[src/rtl/paint_pkg.sv]
// Shared types and canvas constants for the brush painter and frame buffer.
// Used by brush_painter and span_clip.
package paint_pkg;

    localparam int WIDTH   = 200;
    localparam int HEIGHT  = 200;
    localparam int COORD_W = 8;
    localparam int COLOR_W = 3;
    localparam int SIZE_W  = 3;

    typedef logic [COLOR_W-1:0] color_t;
    typedef logic [COORD_W-1:0] coord_t;

    typedef enum logic [1:0] {
        IDLE,
        PAINT,
        CLEAR
    } paint_state_t;

    localparam color_t BLANK_COLOR = 3'b111;

endpackage

[src/rtl/brush_painter_span_clip.sv]
// One-axis stamp span: centre +/- radius clipped to 0..limit-1.
// empty flags a centre that lies off the canvas.
module span_clip
    import paint_pkg::*;
(
    input  logic [COORD_W-1:0] centre,
    input  logic [SIZE_W-1:0]  radius,
    input  logic [COORD_W:0]   limit,
    output logic [COORD_W-1:0] lo,
    output logic [COORD_W-1:0] hi,
    output logic               empty
);

    localparam int SW = COORD_W + 2;

    logic signed [SW-1:0] c;
    logic signed [SW-1:0] r;
    logic signed [SW-1:0] l;
    logic signed [SW-1:0] lo_s;
    logic signed [SW-1:0] hi_s;

    assign c    = $signed({2'b00, centre});
    assign r    = $signed({{(SW-SIZE_W){1'b0}}, radius});
    assign l    = $signed({1'b0, limit});
    assign lo_s = c - r;
    assign hi_s = c + r;

    assign empty = (c >= l);
    assign lo    = lo_s[SW-1] ? '0 : coord_t'(lo_s);
    assign hi    = (hi_s >= l) ? coord_t'(l - SW'(1)) : coord_t'(hi_s);

endmodule

[src/rtl/brush_painter.sv]
// Expands paint commands into one frame-buffer pixel write per clock.
// Define ROUND_BRUSH_EN to mask stamps to a disc of radius r.
module brush_painter
    import paint_pkg::*;
(
    input  logic               clk,
    input  logic               reset,
    input  logic               req_valid,
    output logic               req_ready,
    input  logic               req_clear,
    input  logic [COORD_W-1:0] req_x,
    input  logic [COORD_W-1:0] req_y,
    input  logic [SIZE_W-1:0]  req_size,
    input  logic [COLOR_W-1:0] req_color,
    output logic               brush,
    output logic [COORD_W-1:0] wx,
    output logic [COORD_W-1:0] wy,
    output logic [COLOR_W-1:0] newColor,
    output logic               busy
);

    paint_state_t state, state_n;
    coord_t x_lo, x_hi, y_hi;
    coord_t x_lo_n, x_hi_n, y_hi_n;
    coord_t wx_n, wy_n;
    color_t col_n;
    logic   brush_n, busy_n, ready_n;

    coord_t xlo_c, xhi_c, ylo_c, yhi_c;
    logic   xe, ye;

    span_clip u_xclip (
        .centre (req_x),
        .radius (req_size),
        .limit  ((COORD_W+1)'(WIDTH)),
        .lo     (xlo_c),
        .hi     (xhi_c),
        .empty  (xe)
    );

    span_clip u_yclip (
        .centre (req_y),
        .radius (req_size),
        .limit  ((COORD_W+1)'(HEIGHT)),
        .lo     (ylo_c),
        .hi     (yhi_c),
        .empty  (ye)
    );

`ifdef ROUND_BRUSH_EN
    coord_t            cx, cy;
    logic [SIZE_W-1:0] rad;

    function automatic logic hit(input coord_t x, input coord_t y,
                                 input coord_t ox, input coord_t oy,
                                 input logic [SIZE_W-1:0] r);
        int dx, dy;
        dx = int'(x) - int'(ox);
        dy = int'(y) - int'(oy);
        return (dx * dx + dy * dy) <= (int'(r) * int'(r));
    endfunction

    always_ff @(posedge clk) begin
        if (reset) begin
            cx  <= '0;
            cy  <= '0;
            rad <= '0;
        end else if (state == IDLE && req_valid) begin
            cx  <= req_x;
            cy  <= req_y;
            rad <= req_size;
        end
    end
`endif

    always_comb begin
        state_n = state;
        x_lo_n  = x_lo;
        x_hi_n  = x_hi;
        y_hi_n  = y_hi;
        wx_n    = wx;
        wy_n    = wy;
        col_n   = newColor;
        brush_n = 1'b0;
        busy_n  = busy;
        ready_n = req_ready;
        unique case (state)
            IDLE: begin
                if (req_valid) begin
                    col_n   = req_color;
                    busy_n  = 1'b1;
                    ready_n = 1'b0;
                    if (req_clear) begin
                        state_n = CLEAR;
                        wx_n    = '0;
                        wy_n    = '0;
                        x_lo_n  = '0;
                        x_hi_n  = coord_t'(WIDTH - 1);
                        y_hi_n  = coord_t'(HEIGHT - 1);
                        brush_n = 1'b1;
                    end else if (xe || ye) begin
                        // Pin the end point to the held position: one silent cycle.
                        state_n = PAINT;
                        x_hi_n  = wx;
                        y_hi_n  = wy;
                    end else begin
                        state_n = PAINT;
                        wx_n    = xlo_c;
                        wy_n    = ylo_c;
                        x_lo_n  = xlo_c;
                        x_hi_n  = xhi_c;
                        y_hi_n  = yhi_c;
                        brush_n = 1'b1;
`ifdef ROUND_BRUSH_EN
                        brush_n = hit(xlo_c, ylo_c, req_x, req_y, req_size);
`endif
                    end
                end
            end
            PAINT, CLEAR: begin
                if (wx == x_hi && wy == y_hi) begin
                    state_n = IDLE;
                    busy_n  = 1'b0;
                    ready_n = 1'b1;
                end else begin
                    if (wx == x_hi) begin
                        wx_n = x_lo;
                        wy_n = wy + coord_t'(1);
                    end else begin
                        wx_n = wx + coord_t'(1);
                    end
                    brush_n = 1'b1;
`ifdef ROUND_BRUSH_EN
                    if (state == PAINT)
                        brush_n = hit(wx_n, wy_n, cx, cy, rad);
`endif
                end
            end
        endcase
    end

    always_ff @(posedge clk) begin
        if (reset) begin
            state     <= IDLE;
            x_lo      <= '0;
            x_hi      <= '0;
            y_hi      <= '0;
            wx        <= '0;
            wy        <= '0;
            newColor  <= '0;
            brush     <= 1'b0;
            busy      <= 1'b0;
            req_ready <= 1'b1;
        end else begin
            state     <= state_n;
            x_lo      <= x_lo_n;
            x_hi      <= x_hi_n;
            y_hi      <= y_hi_n;
            wx        <= wx_n;
            wy        <= wy_n;
            newColor  <= col_n;
            brush     <= brush_n;
            busy      <= busy_n;
            req_ready <= ready_n;
        end
    end

endmodule

[config.mk]
export PLATFORM = sky130hd
export DESIGN_NAME = brush_painter
export DESIGN_NICKNAME = d
export VERILOG_FILES = /design/src/rtl/paint_pkg.sv /design/src/rtl/brush_painter_span_clip.sv /design/src/rtl/brush_painter.sv
export SDC_FILE = /design/constraint.sdc
export NUM_CORES = 1
export LEC_CHECK = 0
export CAP_MARGIN = 20
export CORE_MARGIN = 4
export CORE_UTILIZATION = 54
export CTS_CLUSTER_DIAMETER = 150
export DETAILED_ROUTE_END_ITERATION = 8
export GPL_ROUTABILITY_DRIVEN = 0
export GPL_TIMING_DRIVEN = 0
export PLACE_DENSITY = 0.88
export RECOVER_POWER = 25
export SYNTH_ARGS = -nofsm -noshare
export SYNTH_HDL_FRONTEND = slang
export SYNTH_SLANG_ARGS = --single-unit
[constraint.sdc]
create_clock -name clk -period 2.55 [get_ports clk]
set_input_delay 0.51 -clock clk [delete_from_list [all_inputs] [get_ports clk]]
set_output_delay 0.51 -clock clk [all_outputs]
set_load 0.02 [all_outputs]
==> flow_metrics.tcl <==
set metrics [dict create \
    holdPathEnd "newColor[2]" \
    powerDensity_nw_per_um2 636 \
    fin_skew_ps 16.6 \
    rr_startpoint "wx[0]" \
    synth_edf_count 0 \
    relSlewSlack 0.541 \
    grt_pass1_vias 3601 \
    finalInstanceArea_um2 4570 \
    p_leak_uw 0.00180 \
    num_vias 3981 \
    whs_ps 457 \
    fmax_ghz 0.400 \
    grt_pass1_wl_um 16800 \
    port_buffers 39 \
    dieArea_um2 8180 \
    viasPerCell 6.58 \
    routedWlPerCell_um 18.4 \
    synthFlopType "dfxtp_1" \
    synth_area_um2 3670 \
    cts_tree "built" \
    slowest_delay_ps 440 \
    initial_core_util 0.568 \
    yosysMostFrequentCell "nor2_1" \
    insertion_delay_ps 310 \
    switching_share 0.398 \
    switchingPower_uw 1160 \
    cts_root_buffer "clkbuf_8" \
    r2r_cells 7 \
    regToRegSetupSlack_ps 220 \
    min_period_ps 2500 \
    synth_area_leaders "dfxtp_1, xnor2_1, ha_1" \
    p_total_uw 2910 \
    hold_depth 2 \
    core_um2 6460 \
    p_seq_frac 0.334 \
    vdd_ir_drop_max_mv 0.331 \
    synth_seq_area_share 0.262 \
    fp.dieW_um 90.5 \
    slew_violations 0 \
    required_ps 2760 \
    grt_usage 0.247 \
    htree_levels 2 \
    min_from "newColor[2]" \
    num_rows 29 \
    netlist_instances 477 \
    cts_buffers 5 \
    antenna_found_initial 0 \
    setup_viol 0 \
    crit_chain "clkdlybuf4s50_1, ha_1, buf_4, a211oi_1, o21ai_1, nor4_2, xor2_1, a21oi_1, o32ai_1" \
    drtIter0Drc 505 \
    syn-num-nets 522 \
    cp.arrival_ps 2710 \
    grt_max_degree 15 \
    pwr-share-clk 0.226 \
    r2r_end "wx[2]" \
    ys_types 61 \
    max-clock-path-buffers 2 \
    p_comb_frac 0.441 \
    place_area_um2 4160 \
    diodes 0 \
    clk_pin_slew_worst_paths_ps 80 \
    worstHoldPathType "register to register" \
    critPathLaunchType "input pin" \
    synth_common_cells "nor2_1, dfxtp_1, nand2_1, a21oi_1, clkbuf_1" \
    internal_power_uw 1750 \
    end_kind "register" \
    tightest_slew_ps 688 \
    drv_cap 0 \
    wl_um 11100 \
    min_period_over_period 0.981 \
    slowest_stage "clkdlybuf4s50_1" \
    critPathKind "input pin to register" \
    avgSynthCellArea_um2 7.70 \
    async_flop_share 0 \
    cp_max_fo 9 \
    numClockSinks 48 \
    drive_gt1_frac 0.150 \
    dr.pass1.iters 6 \
    grt-ovfl-total 0 \
    finalHoldViolations 0 \
    synth.yosys.warnings 0 \
    fin_nets 573 \
    netlist.area_leader.share 0.262 \
    ant_nets 0 \
    fin_setup_tns_ps 0 \
    ys_seq_elements 48 \
    place_hpwl_um 7760 \
    area_delta_synth_final_pct 24.5 \
    ios 48 \
    drc 0 \
    yosysTopAreaCell "dfxtp_1" \
    die_h_um 90.5 \
    status "completed" \
]
-- state kept, by name, summed over array words and instances (netlist names), 2 cells and up --
register  cells
x_lo          8
state         2
wy            8
wx            8
newColor      3
y_hi          8
x_hi          8
-- worst max-delay path, delay by kind of cell --
kind,cells,cell delay [ps]
AND/OR/NAND/NOR,1,300
adder cells (fa/ha/maj),1,310
AO/OA/AOI/OAI,4,730
buffers and inverters,2,630
XOR/XNOR,1,220
-- what timing repair did --
action                                  CTS  global route
gates resized for setup                  18            47
cloned                                    0             0
hold buffers                              0             0
setup buffers                             0             7
pin swaps                                 4            16
endpoints found under the hold margin     0             0
endpoints found under the setup margin   37            36
-- per-stage QoR --
stage | cells | setup WS [ps] | util
2_1_floorplan | 477 | 194 | -
3_3_place_gp | 593 | -735 | 0.644
3_5_place_dp | 593 | -822 | 0.644
4_1_cts | 599 | -11.4 | 0.674
5_1_grt | 605 | -28.9 | 0.708
6_report | 605 | 49.4 | 0.708
-- power by group through the flow --
stage / Sequential, uW / Clock [uW] / Combinational, uW
2_1_floorplan: 1030 / 0 / 728
3_3_place_gp: 976 / 0 / 1120
3_5_place_dp: 980 / 0 / 1150
4_1_cts: 965 / 653 / 1180
5_1_grt: 978 / 693 / 1370
6_report: 970 / 656 / 1280
-- layout by cell type, fill, tap and decap left out, types with 5 or more instances in the layout --
| cell | netlist | routed |
|---|---|---|
| and2_1 | 5 | 5 |
| dfxtp_1 | 48 | 48 |
| a21oi_1 | 32 | 30 |
| clkbuf_8 | 0 | 5 |
| clkbuf_1 | 24 | 21 |
| clkdlybuf4s50_1 | 0 | 15 |
| and3_1 | 11 | 11 |
| buf_2 | 7 | 6 |
| dlymetal6s2s_1 | 0 | 5 |
| xor2_1 | 21 | 21 |
| a211oi_1 | 13 | 11 |
| nor3_1 | 15 | 13 |
| xnor2_1 | 22 | 22 |
| a31oi_1 | 13 | 12 |
| nand3_1 | 21 | 20 |
| buf_4 | 0 | 8 |
| o22ai_1 | 6 | 6 |
| o21ai_0 | 14 | 12 |
| inv_1 | 18 | 18 |
| nand2_1 | 42 | 41 |
| a211oi_2 | 5 | 6 |
| ha_1 | 15 | 11 |
| dlygate4sd3_1 | 0 | 17 |
| o211ai_1 | 7 | 7 |
| buf_6 | 5 | 5 |
| nor2_1 | 50 | 50 |
-- kinds of logic (layout without fill, tap and decap cells) --
| kind of cell | Yosys count | count (layout) | synth area share |
|---|---|---|---|
| AOI/OAI and AO/OA | 129 | 129 | 0.244 |
| DFF | 48 | 48 | 0.262 |
| muxes | 5 | 5 | 0.0143 |
| and+or+nand+nor | 178 | 178 | 0.236 |
| buffers and inverters | 55 | 106 | 0.0688 |
| xor gates and xnor gates | 43 | 43 | 0.103 |
| adders and majority gates | 19 | 19 | 0.0729 |
-- worst max path at each step --
stage,start,endpoint,slack [ps]
finish,req_y[2],wy[7],50
floorplan,req_y[0],y_hi[2],190
global placement,req_size[1],y_hi[2],-740
detailed placement,req_size[1],y_hi[2],-820
CTS,req_y[0],y_hi[2],-10
global route,req_x[3],wx[7],-30
-- cell type report --
class,instances,area (um^2)
well taps,77,96.3
multi-input cells,374,2690
repair buffers,46,445
inverters,19,75.1
clock inverters,2,60.1
plain buffers,34,178
clock buffers,5,68.8
fillers,495,1890
flip-flops and latches,48,961
-- per-layer routing --
layer | vias to the layer above | track usage | wire (um) | share of wire
li1 | 1814 | - | - | -
met1 | 1823 | 0.299 | 4210 | 0.38
met3 | 50 | 0.0500 | 1080 | 0.097
met4 | 0 | 0.120 | 418 | 0.038
met5 | - | 0 | 0 | 0
met2 | 294 | 0.418 | 5440 | 0.49
Note: power is estimated with default switching activity, not from simulation.
